--- src/rtl/vedic_mult_pipe.sv ---
// vedic_mult_pipe: 3-stage pipelined Urdhva-Tiryagbhyam (Vedic) multiplier.
//   S1 registers operands/tag, S2 registers four half-width Vedic sub-products,
//   S3 combines them into the exact 2*WIDTH-bit product.
//   All stages advance together on adv = !(out_valid && !out_ready); bubbles
//   are kept, so latency is exactly 3 cycles with a free-running consumer.
// Ports:
//   clk, rst_n           clock, asynchronous active-low reset
//   in_valid/in_ready    operand handshake (in_ready is combinational)
//   in_a, in_b           WIDTH-bit operands
//   in_signed            two's-complement mode (only with VEDIC_SIGNED_EN)
//   in_tag               sideband tag, returned on out_tag with its result
//   out_valid/out_ready  result handshake
//   out_product          exact 2*WIDTH-bit product
//   out_tag              tag of the current result
// Optional: define VEDIC_SIGNED_EN to add signed (sign-magnitude) support.
module vedic_mult_pipe #(
   parameter int unsigned WIDTH = 16,
   parameter int unsigned TAG_W = 4
) (
   input  logic               clk,
   input  logic               rst_n,
   input  logic               in_valid,
   output logic               in_ready,
   input  logic [WIDTH-1:0]   in_a,
   input  logic [WIDTH-1:0]   in_b,
   input  logic               in_signed,
   input  logic [TAG_W-1:0]   in_tag,
   output logic               out_valid,
   input  logic               out_ready,
   output logic [2*WIDTH-1:0] out_product,
   output logic [TAG_W-1:0]   out_tag
);
   localparam int unsigned H     = WIDTH / 2;
   localparam int unsigned SP_W  = 2 * H;
   localparam int unsigned MID_W = SP_W + 1;
   localparam int unsigned P_W   = 2 * WIDTH;

   // Reject unsupported operand widths at elaboration
   generate
      if (!(WIDTH == 4 || WIDTH == 8 || WIDTH == 16 || WIDTH == 32)) begin : g_bad_width
         $error("vedic_mult_pipe: WIDTH must be 4, 8, 16 or 32");
      end
      if (TAG_W < 1) begin : g_bad_tag
         $error("vedic_mult_pipe: TAG_W must be at least 1");
      end
   endgenerate

   // Global pipeline advance: only a stalled output blocks the pipe
   logic adv_c;
   logic out_valid_q;
   assign adv_c    = !(out_valid_q && !out_ready);
   assign in_ready = adv_c;

   // Operand conditioning ahead of S1
   logic [WIDTH-1:0] a_op_c;
   logic [WIDTH-1:0] b_op_c;
`ifdef VEDIC_SIGNED_EN
   logic sign_c;
   always_comb begin
      a_op_c = in_a;
      b_op_c = in_b;
      sign_c = 1'b0;
      if (in_signed) begin
         // -2^(W-1) negates to itself, which is the correct unsigned magnitude
         if (in_a[WIDTH-1]) a_op_c = ~in_a + WIDTH'(1);
         if (in_b[WIDTH-1]) b_op_c = ~in_b + WIDTH'(1);
         sign_c = in_a[WIDTH-1] ^ in_b[WIDTH-1];
      end
   end
`else
   logic unused_signed_c;
   assign a_op_c          = in_a;
   assign b_op_c          = in_b;
   assign unused_signed_c = in_signed;
`endif

   // Pipeline state
   logic             v1_q, v1_d;
   logic [WIDTH-1:0] a1_q, a1_d;
   logic [WIDTH-1:0] b1_q, b1_d;
   logic [TAG_W-1:0] tag1_q, tag1_d;
   logic             v2_q, v2_d;
   logic [SP_W-1:0]  ll_q, ll_d, hl_q, hl_d, lh_q, lh_d, hh_q, hh_d;
   logic [TAG_W-1:0] tag2_q, tag2_d;
   logic             out_valid_d;
   logic [P_W-1:0]   out_product_q, out_product_d;
   logic [TAG_W-1:0] out_tag_q, out_tag_d;
`ifdef VEDIC_SIGNED_EN
   logic             sign1_q, sign1_d;
   logic             sign2_q, sign2_d;
`endif

   // S2 sub-products from the registered S1 operand halves
   logic [SP_W-1:0] ll_c, hl_c, lh_c, hh_c;

   vedic_core #(.N(H)) u_ll (.a(a1_q[H-1:0]),     .b(b1_q[H-1:0]),     .p(ll_c));
   vedic_core #(.N(H)) u_hl (.a(a1_q[WIDTH-1:H]), .b(b1_q[H-1:0]),     .p(hl_c));
   vedic_core #(.N(H)) u_lh (.a(a1_q[H-1:0]),     .b(b1_q[WIDTH-1:H]), .p(lh_c));
   vedic_core #(.N(H)) u_hh (.a(a1_q[WIDTH-1:H]), .b(b1_q[WIDTH-1:H]), .p(hh_c));

   // S3 combine; middle sum keeps its carry
   logic [MID_W-1:0] mid_c;
   logic [P_W-1:0]   mag_c;
   logic [P_W-1:0]   prod_c;
   always_comb begin
      mid_c  = MID_W'(hl_q) + MID_W'(lh_q);
      mag_c  = P_W'(ll_q) + (P_W'(mid_c) << H) + (P_W'(hh_q) << WIDTH);
      prod_c = mag_c;
`ifdef VEDIC_SIGNED_EN
      if (sign2_q) prod_c = ~mag_c + P_W'(1);
`endif
   end

   // Next-state: all stages move together on adv, payloads load only with valid
   always_comb begin
      v1_d          = v1_q;
      a1_d          = a1_q;
      b1_d          = b1_q;
      tag1_d        = tag1_q;
      v2_d          = v2_q;
      ll_d          = ll_q;
      hl_d          = hl_q;
      lh_d          = lh_q;
      hh_d          = hh_q;
      tag2_d        = tag2_q;
      out_valid_d   = out_valid_q;
      out_product_d = out_product_q;
      out_tag_d     = out_tag_q;
`ifdef VEDIC_SIGNED_EN
      sign1_d       = sign1_q;
      sign2_d       = sign2_q;
`endif
      if (adv_c) begin
         v1_d = in_valid;
         if (in_valid) begin
            a1_d   = a_op_c;
            b1_d   = b_op_c;
            tag1_d = in_tag;
`ifdef VEDIC_SIGNED_EN
            sign1_d = sign_c;
`endif
         end
         v2_d = v1_q;
         if (v1_q) begin
            ll_d   = ll_c;
            hl_d   = hl_c;
            lh_d   = lh_c;
            hh_d   = hh_c;
            tag2_d = tag1_q;
`ifdef VEDIC_SIGNED_EN
            sign2_d = sign1_q;
`endif
         end
         out_valid_d = v2_q;
         if (v2_q) begin
            out_product_d = prod_c;
            out_tag_d     = tag2_q;
         end
      end
   end

   // Pipeline registers
   always_ff @(posedge clk or negedge rst_n) begin
      if (!rst_n) begin
         v1_q          <= 1'b0;
         a1_q          <= '0;
         b1_q          <= '0;
         tag1_q        <= '0;
         v2_q          <= 1'b0;
         ll_q          <= '0;
         hl_q          <= '0;
         lh_q          <= '0;
         hh_q          <= '0;
         tag2_q        <= '0;
         out_valid_q   <= 1'b0;
         out_product_q <= '0;
         out_tag_q     <= '0;
`ifdef VEDIC_SIGNED_EN
         sign1_q       <= 1'b0;
         sign2_q       <= 1'b0;
`endif
      end else begin
         v1_q          <= v1_d;
         a1_q          <= a1_d;
         b1_q          <= b1_d;
         tag1_q        <= tag1_d;
         v2_q          <= v2_d;
         ll_q          <= ll_d;
         hl_q          <= hl_d;
         lh_q          <= lh_d;
         hh_q          <= hh_d;
         tag2_q        <= tag2_d;
         out_valid_q   <= out_valid_d;
         out_product_q <= out_product_d;
         out_tag_q     <= out_tag_d;
`ifdef VEDIC_SIGNED_EN
         sign1_q       <= sign1_d;
         sign2_q       <= sign2_d;
`endif
      end
   end

   assign out_valid   = out_valid_q;
   assign out_product = out_product_q;
   assign out_tag     = out_tag_q;

endmodule

// vedic_core: combinational N x N Vedic multiplier, recursive down to 2x2 cells.
// Ports: a, b (N-bit operands), p (2N-bit product). N is a power of two >= 2.
module vedic_core #(
   parameter int unsigned N = 2
) (
   input  logic [N-1:0]   a,
   input  logic [N-1:0]   b,
   output logic [2*N-1:0] p
);
   generate
      if (N == 2) begin : g_cell
         // 2x2 cell: cross terms and the top term reduced with half adders
         logic t1_c, t2_c, t3_c, c1_c;
         assign t1_c = a[1] & b[0];
         assign t2_c = a[0] & b[1];
         assign t3_c = a[1] & b[1];
         assign c1_c = t1_c & t2_c;
         assign p[0] = a[0] & b[0];
         assign p[1] = t1_c ^ t2_c;
         assign p[2] = t3_c ^ c1_c;
         assign p[3] = t3_c & c1_c;
      end else begin : g_split
         localparam int unsigned HN = N / 2;
         localparam int unsigned MN = N + 1;
         localparam int unsigned PN = 2 * N;
         logic [N-1:0] ll_c, hl_c, lh_c, hh_c;
         logic [N:0]   mid_c;
         vedic_core #(.N(HN)) u_ll (.a(a[HN-1:0]), .b(b[HN-1:0]), .p(ll_c));
         vedic_core #(.N(HN)) u_hl (.a(a[N-1:HN]), .b(b[HN-1:0]), .p(hl_c));
         vedic_core #(.N(HN)) u_lh (.a(a[HN-1:0]), .b(b[N-1:HN]), .p(lh_c));
         vedic_core #(.N(HN)) u_hh (.a(a[N-1:HN]), .b(b[N-1:HN]), .p(hh_c));
         assign mid_c = MN'(hl_c) + MN'(lh_c);
         assign p     = PN'(ll_c) + (PN'(mid_c) << HN) + (PN'(hh_c) << N);
      end
   endgenerate
endmodule

--- config.mk ---
export PLATFORM = sky130hd
export DESIGN_NAME = vedic_mult_pipe
export DESIGN_NICKNAME = d
export VERILOG_FILES = /design/src/rtl/vedic_mult_pipe.sv
export SDC_FILE = /design/constraint.sdc
export NUM_CORES = 1
export LEC_CHECK = 0
export ABC_AREA = 1
export CAP_MARGIN = 40
export CORE_MARGIN = 5
export CORE_UTILIZATION = 50
export CTS_CLUSTER_DIAMETER = 80
export DETAILED_ROUTE_END_ITERATION = 7
export PLACE_DENSITY = 0.68
export REMOVE_ABC_BUFFERS = 1
export SYNTH_ARGS = -nofsm -noshare
export SYNTH_HDL_FRONTEND = slang
export SYNTH_SLANG_ARGS = --single-unit
--- constraint.sdc ---
create_clock -name clk -period 5.9 [get_ports clk]
set_input_delay 0.59 -clock clk [delete_from_list [all_inputs] [get_ports clk]]
set_output_delay 0.59 -clock clk [all_outputs]
set_load 0.05 [all_outputs]
# == Word-level counts from Yosys, hierarchy flattened ==
# Cells that the tools add are included.
# totals
ff_bits,143
input_bits,41
output_inout_bits,38
word_cells,595
# op_classes
addsub,63
n_bitwise,513
n_reduce_logical,6
# op_table
cell,n
$and A1 B1 Y1,384
$add A4 B7 Y8,16
$add A8 B8 Y8,16
$xor A1 B1 Y1,128
$add A4 B4 Y5,16
$add A14 B16 Y16,4
$add A8 B13 Y14,4
$add A8 B8 Y9,4
$add A26 B32 Y32,1
$add A16 B25 Y26,1
$add A16 B16 Y17,1
$reduce_and A2 Y1,3
$logic_not A1 Y1,2
$logic_and A1 B1 Y1,1
$not A1 Y1,1

# == Depth between registers and ports, before layout ==
# logic_depth
depth_word,9
mapped_depth,29
ltp_nobuf,27

# == Hierarchy ==
# Synthesis repeated with hierarchy kept, for this count alone.
# hier_totals
cells_unflattened,2880
hier_area_um2,20115.5
# by_module_without_submodules
mod,n_inst,cells_per_inst,area_per_inst_um2,seq_area_each_um2
vedic_mult_pipe,1,838,7554.7,3578.4
vedic_core (u_hh.g_split.u_hh ...),16,45,326.6,0.0
vedic_core (u_hh.g_split.u_hh.g_split.u_hh ...),64,10,55.1,0.0
vedic_core (u_hh ...),3,171,953.4,0.0
vedic_core (u_ll),1,169,952.2,0.0

# == Worst setup path before layout ==
# Ideal clock, no wire load.
# synth_timing
path_type,flip-flop to flip-flop
start,register a1_q[3]
end,register lh_q[15]
setup_time_ns,0.117
arrival_ns,4.339
t_required_ns,5.783
setup_slack_ns,1.444
stages_incl_launch_ff,28
n_path_buf,2
synth_period_minus_slack_ns,4.456
cell_sequence,dfrtp_1 clkbuf_1 clkbuf_1 nand2_1 inv_1 ha_1 ha_1 ha_1 a21oi_1 nand2_1 xor2_1 ha_1 a21oi_1 o21ai_0 xor2_1 ha_1 a21oi_1 nand3_1 xor2_1 ha_1 nand2_1 inv_1 a21oi_1 nand3_1 nand2_1 nand2_1 nand3_1 nand2_1
# synth_between
elab_chain_len,9
word_cells_on_any_way,33
classes_between,9 x add/sub; 24 x bitwise
# synth_rtl
element,line,source
start: declaration,79,"logic [WIDTH-1:0] a1_q, a1_d;"
start signal: assignment,166,a1_q <= '0;
start signal: assignment,184,a1_q <= a1_d;
$and A1 B1 Y1,222,assign t1_c = a[1] & b[0];
$and A1 B1 Y1,225,assign c1_c = t1_c & t2_c;
$xor A1 B1 Y1 / $and A1 B1 Y1 (equally long branches),"228, 229",
$add A4 B4 Y5,240,assign mid_c = MN'(hl_c) + MN'(lh_c);
$add A4 B7 Y8,241,assign p = PN'(ll_c) + (PN'(mid_c) << HN) + (PN'(hh_c) << N);
$add A8 B8 Y8,241,
$add A8 B8 Y9,240,
$add A8 B13 Y14 (*),241,
$add A14 B16 Y16 (*),241,
end signal: assignment,190,lh_q <= lh_d;
end: declaration,83,"logic [SP_W-1:0] ll_q, ll_d, hl_q, hl_d, lh_q, lh_d, hh_q, hh_d;"
# Every way passes the cells marked *; elsewhere a longest branch is shown, timed or not.
# A chain may end at the register's enable or synchronous reset.

# == Worst setup path after layout ==
# layout_timing
start,register a1_q[11]
end,register hl_q[15]
# layout_between
elab_chain_len,9
word_cells_on_any_way,33
classes_between,9 x add/sub; 24 x bitwise
# layout_rtl
element,line,source
$and A1 B1 Y1,222,
$and A1 B1 Y1,225,
$xor A1 B1 Y1 / $and A1 B1 Y1 (equally long branches),"228, 229",
$add A4 B4 Y5,240,
$add A4 B7 Y8,241,
$add A8 B8 Y8,241,
$add A8 B8 Y9,240,
$add A8 B13 Y14 (*),241,
$add A14 B16 Y16 (*),241,
end signal: assignment,189,hl_q <= hl_d;
end: declaration,83,
# Marks and branches as above.

==> flow_summary_export.csv <==
group,metric,value,unit
outcome,status,"finished, final reports clean",
clock_tree,cts_tree,"built",
yosys,synthTopCellsByArea,"ha_1, dfrtp_1, nand2_1",
worst_setup_path,required,6.24,ns
floorplan,die_area,42600,µm²
clock_tree,cts.repair.resized,0,
worst_setup_path,rr_endpoint,"hl_q[15]$_DFFE_PN0P_",
floorplan,die_y,206,µm
final_layout,nNetsFinal,3272,
timing,report.final.setup_viol,0,
routing,avgRoutedWirePerCell,13.6,µm
yosys,ys_types,38,
floorplan,die_width,206,µm
global_route,grtUsageTotal,22.2,%
flow_run,drv_cap,0,
worst_setup_path,worst-setup-path-type,"reg2reg",
worst_setup_path,cpPeakStageDelay,0.70,ns
timing,worst_slew_pin_slew,0.810,ns
place,dpl.cell_count,3314,
worst_setup_path,reg2reg_depth,26,
routing,avgViaCountPerCell,5.01,
final_layout,drive_above_1_share,4.35,%
final_layout,syn_to_final_growth,9.77,%
floorplan,initial_utilization,50.3,%
min_path,hold_path_class,"reg2reg",
global_route,grt_pass1_wl,77.4,mm
yosys,synth_top_area_share,24.2,%
routing,num_vias,16800,
min_path,holdPathStages,2,
clock_tree,htreeDepth,4,
floorplan,num_rows,72,
timing,worst_clock_skew,0.0126,ns
global_route,antenna_found_initial,0,
yosys,synth-edff-count,0,
yosys,synth_area_leader_cell,"ha_1",
timing,period_share,85.4,%
min_path,min_from,"out_product[9]$_DFFE_PN0P_",
timing,drv_slew,0,
timing,fin_tns_setup,0,ns
floorplan,ios,79,
worst_setup_path,r2r_start,"a1_q[11]$_DFFE_PN0P_",
floorplan,core-area,38400,µm²
yosys,syn_area,19300,µm²
clock_tree,clk-insertion-delay-late,0.46,ns
yosys,synth-async-reset-ratio,100,%
routing,firstDrtPassIters,5,
worst_setup_path,worstPathArrival,5.38,ns
place,portBuffers,77,
final_layout,fin_area,21200,µm²
clock_tree,cts_buffers,17,
worst_setup_path,start_kind,"flip-flop",
routing,wirelength,45.6,mm
timing,fmax,199,MHz
yosys,ys_ff_latch,143,
timing,rsz0062_at_grt,"false",
clock_tree,cts_sinks,143,
yosys,ys.warnings.count,0,
yosys,synthCells,2780,
routing,drc_errors,0,
final_layout,fillers,3752,
global_route,grt_pass1_vias,16300,
yosys,synth_seq_area_share,18.6,%
timing,layout_min_cycle_time,5.04,ns
worst_setup_path,crit_fanout,10,
place,place_congestion,0.887,
min_path,holdPathEnd,"out_product[9]$_DFFE_PN0P_",
place,placed_area,20600,µm²
routing,ant_nets,0,
worst_setup_path,critPathSlowestCell,"dfrtp_1",
timing,hold_viol,0,
final_layout,finalNonFillerCells,3347,
yosys,syn_avg_cell_area,6.94,µm²
worst_setup_path,r2r_slack,0.86,ns
clock_tree,clk_pin_slew,0.07,ns
final_layout,diodes,0,
global_route,grt_max_degree,78,
worst_setup_path,endpoint_kind,"flip-flop",
yosys,synth-main-ff-cell,"dfrtp_1",
timing,relSlewSlack,46.0,%
place,dp_hpwl,36.8,mm
routing,drt_iter0_drc,831,
global_route,gr-total-overflow,0,
clock_tree,clk_path_buf_depth,2,
clock_tree,root_buffer,"clkbuf_16",
[metal layers]
layer  wire length [µm]  track usage [%]
met2              20900             37.6
met5                  0                0
met3               1570             2.90
met4               1310             7.18
met1              21900             29.3
[cell usage in the layout, fill, tap and decap left out, types with 8 or more instances in the layout]
master,n
nand2_2,8
fa_1,42
nand4_1,33
nand3b_1,17
nand2_1,860
mux2_2,34
dfrtp_1,143
ha_1,373
xor2_1,86
clkdlybuf4s50_1,76
a21oi_1,133
clkbuf_16,17
inv_1,526
a31oi_1,14
nor2_1,77
buf_4,24
o21ai_0,67
xnor2_1,55
nand3_1,166
[worst max-delay path: cells and delay by family (launching register included)]
family | cells | cell delay [ns]
flip-flops | 1 | 0.70
AND/OR/NAND/NOR | 9 | 0.81
AO/OA/AOI/OAI | 4 | 0.65
buffers and inverters | 4 | 0.50
adder cells (fa/ha/maj) | 6 | 1.77
XOR/XNOR | 3 | 0.48
[sequential cells by signal (all words and copies together) (netlist names)]
| register | flops |
|---|---|
| ll_q | 16 |
| tag2_q | 4 |
| a1_q | 16 |
| out_product | 32 |
| v2_q | 1 |
| hh_q | 16 |
| v1_q | 1 |
| b1_q | 16 |
| hl_q | 16 |
| out_tag | 4 |
| tag1_q | 4 |
| out_valid | 1 |
| lh_q | 16 |
[synthesized netlist by cell type, drive strengths merged, types with 5 or more instances]
library cell and count:
or2 8, a21oi 134, o211ai 5, fa 42, xnor2 55, nor2 84
ha 373, nand2 868, xor2 86, buf 18, a21o 7, o21ai 71
nand3b 17, o221ai 6, a31oi 14, nand4 33, mux2 34, dfrtp 143
o21bai 7, inv 528, nand3 168, clkbuf 71
[final cells by class]
class | count | area [µm²] | area share, %
multi-input cells | 2019 | 13400 | 63.1
flip-flops and latches | 143 | 3580 | 16.9
inverters | 529 | 1990 | 9.39
repair buffers | 106 | 1040 | 4.94
well taps | 518 | 648 | 3.06
clock buffers | 18 | 439 | 2.07
clock inverters | 14 | 119 | 0.561
[cells by family (layout without fill, tap and decap cells)]
| group | after synthesis | count (layout) | share of synthesized area (%) |
|---|---|---|---|
| AOI/OAI and AO/OA | 246 | 246 | 6.94 |
| xor gates and xnor gates | 141 | 141 | 6.40 |
| adders and majority gates | 415 | 415 | 28.6 |
| buffers and inverters | 618 | 667 | 12.2 |
| DFF | 143 | 143 | 18.6 |
| muxes | 34 | 34 | 1.99 |
| and+or+nand+nor | 1183 | 1183 | 25.3 |
[stage by stage]
stage	worst slack [ns]	hold WS (ns)	util, %
after floorplan	1.58	0.294	-
after global placement	0.987	0.457	53.5
after detailed placement	0.876	0.459	53.7
after CTS	0.849	0.474	55.2
after global routing	0.451	0.500	55.2
final	0.863	0.469	55.2
[worst max-delay path by stage]
stage,from,end,slack [ns],cells past startpoint
2_1_floorplan,a1_q[11]$_DFFE_PN0P_,hh_q[13]$_DFFE_PN0P_,1.58,24
3_3_place_gp,a1_q[11]$_DFFE_PN0P_,hl_q[15]$_DFFE_PN0P_,0.99,26
3_5_place_dp,a1_q[11]$_DFFE_PN0P_,hl_q[15]$_DFFE_PN0P_,0.88,26
4_1_cts,a1_q[11]$_DFFE_PN0P_,hl_q[15]$_DFFE_PN0P_,0.85,26
5_1_grt,a1_q[11]$_DFFE_PN0P_,hl_q[15]$_DFFE_PN0P_,0.45,25
6_report,a1_q[11]$_DFFE_PN0P_,hl_q[15]$_DFFE_PN0P_,0.86,26
[timing repair]
| item | in CTS | in global routing |
|---|---|---|
| hold buffers | 1 | 0 |
| endpoints found under the hold margin | 19 | 0 |
| buffers inserted | 0 | 0 |
Power is left out: the tool's default activity adds up to more than one toggle a clock period on the data nets, which glitch-free logic cannot reach.
